**config.mk**
```make
export PLATFORM = sky130hd
export DESIGN_NAME = mem_arbiter
export DESIGN_NICKNAME = d
export VERILOG_FILES = /design/src/rtl/mem_arbiter.sv
export SDC_FILE = /design/constraint.sdc
export NUM_CORES = 1
export LEC_CHECK = 0
export BUFFER_PORTS_ARGS = -buffer_cell sky130_fd_sc_hd__buf_2
export CORE_UTILIZATION = 47
export DETAILED_ROUTE_END_ITERATION = 8
export PLACE_DENSITY = 0.79
export SYNTH_ARGS = -nofsm -noshare
export SYNTH_HDL_FRONTEND = slang
export SYNTH_SLANG_ARGS = --single-unit
```
**constraint.sdc**
```tcl
create_clock -name clk -period 2.7 [get_ports clk]
set_input_delay 0.54 -clock clk [delete_from_list [all_inputs] [get_ports clk]]
set_output_delay 0.54 -clock clk [all_outputs]
set_load 0.005 [all_outputs]
```
**src/rtl/mem_arbiter.sv**
```systemverilog
// mem_arbiter: shares one pipelined main memory between an instruction-cache
// miss port (I) and a data port (D).
//   I requests are always block fills. D requests are block fills (d_we=0) or
//   single-word writes (d_we=1). A fill issues BLK_WORDS back-to-back reads
//   starting at the block-aligned base address. Returned words are forwarded to
//   the owner with their index in the block.
// Parameters:
//   MEM_LAT   - fixed memory read latency (issue to mem_rvalid), >= 1
//   BLK_WORDS - 16-bit words per block fill, power of 2, <= 16
// Ports:
//   clk, rst_n                         - clock, async active-low reset
//   i_req, i_addr                      - I miss request / byte address
//   d_req, d_we, d_addr, d_wdata       - D request, write select, address, data
//   i_fill_valid, d_fill_valid         - returned word valid, per requester
//   fill_data, fill_idx                - returned word and its block index
//   i_done, d_done, busy               - completion pulses, arbiter busy
//   mem_en, mem_wr, mem_addr,
//   mem_wdata, mem_rdata, mem_rvalid   - main memory interface
// Build option: define MEM_ARBITER_RR_EN for round-robin arbitration of
// simultaneous requests; otherwise D has fixed priority.
module mem_arbiter #(
  parameter int MEM_LAT   = 4,
  parameter int BLK_WORDS = 8
) (
  input  logic        clk,
  input  logic        rst_n,
  input  logic        i_req,
  input  logic [15:0] i_addr,
  input  logic        d_req,
  input  logic        d_we,
  input  logic [15:0] d_addr,
  input  logic [15:0] d_wdata,
  output logic        i_fill_valid,
  output logic        d_fill_valid,
  output logic [15:0] fill_data,
  output logic [3:0]  fill_idx,
  output logic        i_done,
  output logic        d_done,
  output logic        busy,
  output logic        mem_en,
  output logic        mem_wr,
  output logic [15:0] mem_addr,
  output logic [15:0] mem_wdata,
  input  logic [15:0] mem_rdata,
  input  logic        mem_rvalid
);

  typedef enum logic [1:0] {
    IDLE  = 2'd0,
    ISSUE = 2'd1,
    DRAIN = 2'd2,
    DONE  = 2'd3
  } state_t;

  localparam logic        OWN_I     = 1'b0;
  localparam logic        OWN_D     = 1'b1;
  localparam int          OFS_BITS  = $clog2(BLK_WORDS * 2);
  localparam logic [15:0] BASE_MASK = 16'(~((32'd1 << OFS_BITS) - 32'd1));
  localparam logic [3:0]  LAST_IDX  = 4'(BLK_WORDS - 1);

  // Reject parameter values the counters and address masking cannot handle.
  generate
    if (MEM_LAT < 1 || BLK_WORDS < 1 || BLK_WORDS > 16 ||
        (BLK_WORDS & (BLK_WORDS - 1)) != 0) begin : g_bad_param
      $error("mem_arbiter: unsupported MEM_LAT/BLK_WORDS");
    end
  endgenerate

  state_t     state_r;
  logic       owner_r;
  logic [3:0] issue_cnt_r;
  logic [3:0] ret_cnt_r;
  logic       prio_d_s;
  logic       grant_d_s;
  logic       grant_i_s;
  logic       fill_active_s;

`ifdef MEM_ARBITER_RR_EN
  // Most recently granted requester; starts as I so that D wins first.
  logic rr_last_r;

  // Track the last grant for round-robin tie breaking.
  always_ff @(posedge clk or negedge rst_n) begin
    if (!rst_n) begin
      rr_last_r <= OWN_I;
    end else if (grant_d_s || grant_i_s) begin
      rr_last_r <= grant_d_s ? OWN_D : OWN_I;
    end else begin
      rr_last_r <= rr_last_r;
    end
  end

  assign prio_d_s = (rr_last_r == OWN_I);
`else
  assign prio_d_s = 1'b1;
`endif

  // Arbitration: only evaluated in IDLE; D wins a tie when it has priority.
  always_comb begin
    grant_d_s = 1'b0;
    grant_i_s = 1'b0;
    if (state_r == IDLE) begin
      grant_d_s = d_req && (!i_req || prio_d_s);
      grant_i_s = i_req && !grant_d_s;
    end else begin
      grant_d_s = 1'b0;
      grant_i_s = 1'b0;
    end
  end

  // A return is only meaningful while a fill is outstanding.
  always_comb begin
    fill_active_s = 1'b0;
    case (state_r)
      ISSUE, DRAIN: fill_active_s = mem_rvalid;
      default:      fill_active_s = 1'b0;
    endcase
  end

  // Route the returned word to the current owner.
  always_comb begin
    i_fill_valid = 1'b0;
    d_fill_valid = 1'b0;
    fill_data    = 16'h0000;
    if (fill_active_s) begin
      i_fill_valid = (owner_r == OWN_I);
      d_fill_valid = (owner_r == OWN_D);
      fill_data    = mem_rdata;
    end else begin
      i_fill_valid = 1'b0;
      d_fill_valid = 1'b0;
      fill_data    = 16'h0000;
    end
  end

  assign fill_idx = ret_cnt_r;

  // Main FSM with registered memory-side and status outputs.
  always_ff @(posedge clk or negedge rst_n) begin
    if (!rst_n) begin
      state_r     <= IDLE;
      owner_r     <= OWN_D;
      issue_cnt_r <= 4'd0;
      ret_cnt_r   <= 4'd0;
      mem_en      <= 1'b0;
      mem_wr      <= 1'b0;
      mem_addr    <= 16'h0000;
      mem_wdata   <= 16'h0000;
      i_done      <= 1'b0;
      d_done      <= 1'b0;
      busy        <= 1'b0;
    end else begin
      case (state_r)
        IDLE: begin
          issue_cnt_r <= 4'd0;
          ret_cnt_r   <= 4'd0;
          mem_wr      <= 1'b0;
          i_done      <= 1'b0;
          d_done      <= 1'b0;
          if (grant_d_s) begin
            owner_r <= OWN_D;
            busy    <= 1'b1;
            mem_en  <= 1'b1;
            if (d_we) begin
              // Single write goes out with its done pulse in the same cycle.
              state_r   <= DONE;
              mem_wr    <= 1'b1;
              mem_addr  <= d_addr & 16'hFFFE;
              mem_wdata <= d_wdata;
              d_done    <= 1'b1;
            end else begin
              state_r  <= ISSUE;
              mem_addr <= d_addr & BASE_MASK;
            end
          end else if (grant_i_s) begin
            owner_r  <= OWN_I;
            busy     <= 1'b1;
            mem_en   <= 1'b1;
            state_r  <= ISSUE;
            mem_addr <= i_addr & BASE_MASK;
          end else begin
            busy   <= 1'b0;
            mem_en <= 1'b0;
          end
        end
        ISSUE: begin
          if (fill_active_s) begin
            ret_cnt_r <= ret_cnt_r + 4'd1;
          end
          if (issue_cnt_r == LAST_IDX) begin
            state_r <= DRAIN;
            mem_en  <= 1'b0;
          end else begin
            issue_cnt_r <= issue_cnt_r + 4'd1;
            mem_addr    <= mem_addr + 16'd2;
          end
        end
        DRAIN: begin
          if (fill_active_s) begin
            if (ret_cnt_r == LAST_IDX) begin
              state_r   <= DONE;
              ret_cnt_r <= 4'd0;
              i_done    <= (owner_r == OWN_I);
              d_done    <= (owner_r == OWN_D);
            end else begin
              ret_cnt_r <= ret_cnt_r + 4'd1;
            end
          end
        end
        DONE: begin
          state_r <= IDLE;
          mem_en  <= 1'b0;
          mem_wr  <= 1'b0;
          i_done  <= 1'b0;
          d_done  <= 1'b0;
          busy    <= 1'b0;
        end
        default: begin
          state_r <= IDLE;
          mem_en  <= 1'b0;
          mem_wr  <= 1'b0;
          i_done  <= 1'b0;
          d_done  <= 1'b0;
          busy    <= 1'b0;
        end
      endcase
    end
  end

endmodule

```
==> reports/results.ini, run 1 <==
[place]
io_buffers = 122
hpwl_mm = 5.044
dp.cells = 466
dpl-instance-area_sq_mm = 0.003455
gp_congestion = 0.8163

[worst_setup_path]
crit_buf_inv = 3
worstSetupStartpointType = flop
worst-path-stages = 5
critPathKind = flop to output port
reg2regPathDepth = 6
worst_ep_arrival_time_ps = 1780
crit_required_ps = 2160
crit_path_end_kind = output port
cp_cell_sequence = inv_1 > ha_1 > buf_4 > and3_1 > buf_2
critical-path-top-delay-family = adder cells
worstPathMaxFanout = 15
cpPeakStageDelay_ps = 460
cpMaxStageDelayCell = ha_1

[synth]
syn_area_per_cell_sq_um = 9.807
ys_seq_elements = 47
synth_xor_area_share_pct = 0.6289
synth_nets = 362
synth_flop_cell = dfrtp_1
synth_area_sq_mm = 0.002785
synth_top_family_by_area = simple AND/OR/NAND/NOR gates
synth-simple-area-share_pct = 18.73
synthArstFlopShare_pct = 100.0
synth.distinct_cells = 55
synth_mux_area_share_pct = 12.44
synth-edff-count = 0
synth_seq_area_share_pct = 42.27
synth-compound-area-share_pct = 17.43
syn_inst = 284
synthAdderAreaFrac_pct = 3.594
ys_warn_count = 0

[sta]
hold_violations = 0
timing.fmax_mhz = 430.2
period_minus_slack_ps = 2325
finalCritPeriodShare_pct = 86.10
grt_setup_unrepaired = false
tns_ps = 0
slew_viol_final = 0
setup_viol = 0
fin_hold_ws_ps = 152.3
fin_worst_skew_ps = 4.741

[clock_network]
cts.sinks = 47
cts_setup_buffers = 0
cts-root-buf = clkbuf_8
insertion_delay_ps = 290
hold_buffers = 0
h-tree-depth = 2
clk_pin_slew_ps = 80
cts_tree = built
clockBufferDepth = 2
cts_resized = 0
cts_made_buffers = 5

[die]
die_w_um = 78.98
die_y_um = 78.98
coreArea_sq_mm = 0.005608
dieArea_sq_mm = 0.006238
ios = 129
initial_core_util_pct = 49.67
rows = 27

[global_routing]
grt.overflow.total = 0
antenna_found_initial = 0
gr-usage-all-layers_pct = 22.00
grt_start_max_net_pins = 31
grt_pass1_vias = 2347
grt_pass1_wl_mm = 10.87

[detailed_routing]
ant_nets = 0
drt-vias-per-instance = 5.496
drt_first_pass_iters = 4
wl_mm = 6.746
drt_first_iter_violations = 111
wl_per_cell_um = 14.23
vias = 2605
drc = 0

[run_status]
run_status = complete, no violations

[final_layout]
drive_above_1_share_pct = 42.29
area_growth_pct = 28.26
fin_nets = 479
final_common_cell = buf_2
fin_cells = 474
layout_common_cells = buf_2 (122), dfrtp_1 (46), mux2_2 (25)
final_cell_area_sq_mm = 0.003572
diodes = 0

[power]
p_per_area_mw_per_mm2 = 1076
p_leak_nw = 1.805
irDropWorstVdd_mv = 0.4727

[flow_run]
maxCapViolCount = 0

[hold_path]
hp-class = input pin to asynchronous set/reset pin

final timing paths:
check                            from            end  slack, ps
max                        state_r[1]   fill_data[8]        380
min                             rst_n  mem_wdata[14]        150
max reg2reg                state_r[0]   mem_addr[14]        440
min reg2reg                      busy           busy        490
max in group asynchronous       rst_n        owner_r       1790
min in group clk            d_addr[1]    mem_addr[1]        460
worst register-to-register path, delay by kind of cell, from the launching register on:
family                     cells  cell delay (ps)
and+or+nand+nor                4             1110
adders and majority gates      1              480
DFF                            1              410
buffers and inverters          1              140
through the flow:
step | setup WS (ps) | utilization, % | total power, mW
2_1_floorplan | 745.9 | - | 2.617
3_3_place_gp | 532.3 | 61.60 | 3.246
3_5_place_dp | 503.6 | 61.60 | 3.331
4_1_cts | 344.3 | 63.70 | 3.879
5_1_grt | 222.7 | 63.70 | 4.168
6_report | 375.4 | 63.70 | 3.845
flip-flops by register name (all words and copies together), names as in the netlist:
register     count
mem_wr           1
mem_addr        15
fill_idx         4
i_done           1
mem_wdata       16
owner_r          1
state_r          2
d_done           1
mem_en           1
busy             1
issue_cnt_r      4
cell usage after synthesis (2+ instances only):
| library cell | n | area share (%) |
|---|---|---|
| o32ai_1 | 4 | 1.3 |
| a31oi_1 | 2 | 0.45 |
| a211oi_1 | 3 | 0.81 |
| nor3_1 | 2 | 0.36 |
| inv_1 | 11 | 1.5 |
| nor2_1 | 7 | 0.94 |
| a22o_1 | 2 | 0.63 |
| a2bb2oi_1 | 2 | 0.63 |
| nand3_1 | 10 | 1.8 |
| mux2_2 | 25 | 10 |
| nor2b_1 | 3 | 0.67 |
| nand2_1 | 19 | 2.6 |
| o211ai_1 | 2 | 0.54 |
| nand3b_1 | 2 | 0.54 |
| dfrtp_1 | 46 | 41 |
| buf_2 | 4 | 0.72 |
| o31ai_1 | 3 | 0.81 |
| nand2b_1 | 4 | 0.90 |
| o21ai_0 | 11 | 2.0 |
| o41ai_1 | 2 | 0.63 |
| nor4_1 | 3 | 0.67 |
| and3_1 | 21 | 4.7 |
| a21oi_1 | 22 | 4.0 |
| and4_1 | 2 | 0.63 |
| nor4b_1 | 2 | 0.63 |
| ha_1 | 8 | 3.6 |
| mux2i_1 | 5 | 1.8 |
| o311a_1 | 3 | 1.1 |
| o22a_1 | 2 | 0.63 |
| a32oi_1 | 2 | 0.63 |
| clkbuf_1 | 13 | 1.8 |
| nor3b_1 | 3 | 0.81 |
| nand4_1 | 5 | 1.1 |
| o22ai_1 | 8 | 1.8 |
layer usage:
| layer | vias up | track usage, % | share of wire, % |
|---|---|---|---|
| li1 | 1292 | - | - |
| met1 | 1221 | 27.93 | 43 |
| met2 | 81 | 37.93 | 50 |
| met3 | 11 | 2.989 | 4.8 |
| met4 | 0 | 8.364 | 2.3 |
| met5 | - | 0 | 0 |
where the power goes:
group	leakage [nW]	internal [mW]	switching (mW)
clock network	0.0612	0.300	0.227
logic	1.17	0.970	1.05
registers	0.575	1.02	0.270
total	1.80	2.29	1.55
kinds of logic (layout without fill, tap and decap cells):
kind of cell	after synthesis	in the layout
compound gates	73	73
xor+xnor	2	2
fa+ha+maj	8	8
buf+inv	31	149
flops	47	47
mux	31	31
other cells	1	1
simple gates	91	91
cell type report:
| type | count | area, sq um |
|---|---|---|
| clock buffers | 6 | 82.58 |
| clock inverters | 2 | 35.03 |
| fillers | 495 | 2036 |
| inverters | 11 | 41.29 |
| multi-input cells | 206 | 1475 |
| flip-flops and latches | 47 | 1177 |
| well taps | 72 | 90.09 |
| repair buffers | 130 | 670.6 |
Power figures use the tool's default switching activity.
==> run 2: changes to the inputs <==
--- a/config.mk
+++ b/config.mk
@@ -8,6 +8,7 @@
 export BUFFER_PORTS_ARGS = -buffer_cell sky130_fd_sc_hd__buf_2
 export CORE_UTILIZATION = 47
 export DETAILED_ROUTE_END_ITERATION = 8
+export MAX_ROUTING_LAYER = met4
 export PLACE_DENSITY = 0.79
 export SYNTH_ARGS = -nofsm -noshare
 export SYNTH_HDL_FRONTEND = slang
==> reports/results.ini, run 2 (synthesized netlist as in run 1, its figures left out) <==
[die]
coreArea_sq_mm = 0.005608  ; unchanged
die_y_um = 78.98  ; unchanged
rows = 27  ; unchanged
ios = 129  ; unchanged
initial_core_util_pct = 49.67  ; unchanged
dieArea_sq_mm = 0.006238  ; unchanged
die_w_um = 78.98  ; unchanged

[clock_network]
cts_setup_buffers = 0  ; unchanged
h-tree-depth = 2  ; unchanged
clockBufferDepth = 2  ; unchanged
hold_buffers = 0  ; unchanged
cts_made_buffers = 5  ; unchanged
cts.sinks = 47  ; unchanged
cts-root-buf = clkbuf_8  ; unchanged
insertion_delay_ps = 290  ; about the same
cts_resized = 0  ; unchanged
cts_tree = built  ; unchanged
clk_pin_slew_ps = 80  ; about the same

[detailed_routing]
drt_first_iter_violations = 111  ; unchanged
ant_nets = 0  ; unchanged
drt_first_pass_iters = 4  ; unchanged
wl_per_cell_um = 14.23  ; about the same
wl_mm = 6.745  ; was 6.746 mm
vias = 2605  ; unchanged
drt-vias-per-instance = 5.496  ; unchanged
drc = 0  ; unchanged

[place]
dpl-instance-area_sq_mm = 0.003455  ; unchanged
io_buffers = 122  ; unchanged
hpwl_mm = 5.044  ; unchanged
gp_congestion = 0.8284  ; was 0.8163

[power]
irDropWorstVdd_mv = 0.4726  ; was 0.4727 mV
power_mw = 3.845  ; about the same
p_per_area_mw_per_mm2 = 1076  ; about the same
p_leak_nw = 1.805  ; unchanged

[final_layout]
fin_nets = 479  ; unchanged
layout_common_cells = buf_2 (122), dfrtp_1 (46), mux2_2 (25)  ; unchanged
area_growth_pct = 28.26  ; unchanged
diodes = 0  ; unchanged
final_common_cell = buf_2  ; unchanged
final_cell_area_sq_mm = 0.003572  ; unchanged
regMostFlops = mem_wdata  ; unchanged
top_regs = mem_wdata: 16 flops, mem_addr: 15 flops  ; unchanged
largest_reg_flops = 16  ; unchanged
drive_above_1_share_pct = 42.29  ; unchanged

[sta]
period_minus_slack_ps = 2325  ; about the same
grt_setup_unrepaired = false  ; unchanged
tns_ps = 0  ; unchanged
setup_viol = 0  ; unchanged
timing.fmax_mhz = 430.2  ; about the same
slew_viol_final = 0  ; unchanged
fin_hold_ws_ps = 152.3  ; about the same
finalCritPeriodShare_pct = 86.09  ; was 86.10%
hold_violations = 0  ; unchanged
fin_worst_skew_ps = 4.744  ; was 4.741 ps

[worst_setup_path]
crit_buf_inv = 3  ; unchanged
worstPathMaxFanout = 15  ; unchanged
worst_ep_arrival_time_ps = 1780  ; about the same
cp_cell_sequence = inv_1 > ha_1 > buf_4 > and3_1 > buf_2  ; unchanged
crit_required_ps = 2160  ; about the same
worstSetupStartpointType = flop  ; unchanged
critical-path-top-delay-family = adder cells  ; unchanged
cpMaxStageDelayCell = ha_1  ; unchanged
crit_path_end_kind = output port  ; unchanged
r2r_setup_slack_ps = 440  ; about the same
critPathKind = flop to output port  ; unchanged
cpPeakStageDelay_ps = 460  ; about the same

[global_routing]
gr-usage-all-layers_pct = 22.62  ; was 22.00%
grt_pass1_wl_mm = 10.87  ; unchanged
grt_start_max_net_pins = 31  ; unchanged
antenna_found_initial = 0  ; unchanged
grt.overflow.total = 0  ; unchanged
grt_pass1_vias = 2348  ; was 2347

[hold_path]
hp-class = input pin to asynchronous set/reset pin  ; unchanged

[flow_run]
maxCapViolCount = 0  ; unchanged

[run_status]
run_status = complete, no violations  ; unchanged

run 2: layout make-up:
| type | instances | area, sq um |
|---|---|---|
| Clock buffer | 6 | 82.58 |
| Clock inverter | 2 | 35.03 |
| Fill cell | 495 | 2036 |
| Inverter | 11 | 41.29 |
| Multi-Input combinational cell | 206 | 1475 |
| Sequential cell | 47 | 1177 |
| Tap cell | 72 | 90.09 |
| Timing Repair Buffer | 130 | 670.6 |
run 2: metal layers:
| layer | GRT usage, % | part of all wire, % |
|---|---|---|
| met1 | 27.93 | 43 |
| met2 | 37.93 | 50 |
| met3 | 2.989 | 4.8 |
| met4 | 8.364 | 2.3 |
| met5 | - | 0 |
run 2: report_power, final:
group / switching [mW] / leakage (nW) / internal [mW] / total, mW
Clock: 0.227 / 0.0612 / 0.300 / 0.527
Sequential: 0.270 / 0.575 / 1.02 / 1.29
Combinational: 1.05 / 1.17 / 0.970 / 2.02
run 2: final timing paths:
check / depth (start not counted) / to / startpoint
max: 5 / fill_data[8] / state_r[1]
min: 1 / mem_wdata[14] / rst_n
max reg2reg: 6 / mem_addr[14] / state_r[0]
min reg2reg: 2 / busy / busy
max in group asynchronous: 2 / owner_r / rst_n
min in group clk: 3 / mem_addr[1] / d_addr[1]
run 2: through the flow:
| step | worst slack (ps) | cells | utilization [%] |
|---|---|---|---|
| global placement | 532.3 | 466 | 61.60 |
| CTS | 344.3 | 474 | 63.70 |
| floorplan | 745.9 | 284 | - |
| detailed placement | 503.6 | 466 | 61.60 |
| global route | 222.7 | 474 | 63.70 |
| finish | 375.5 | 474 | 63.70 |
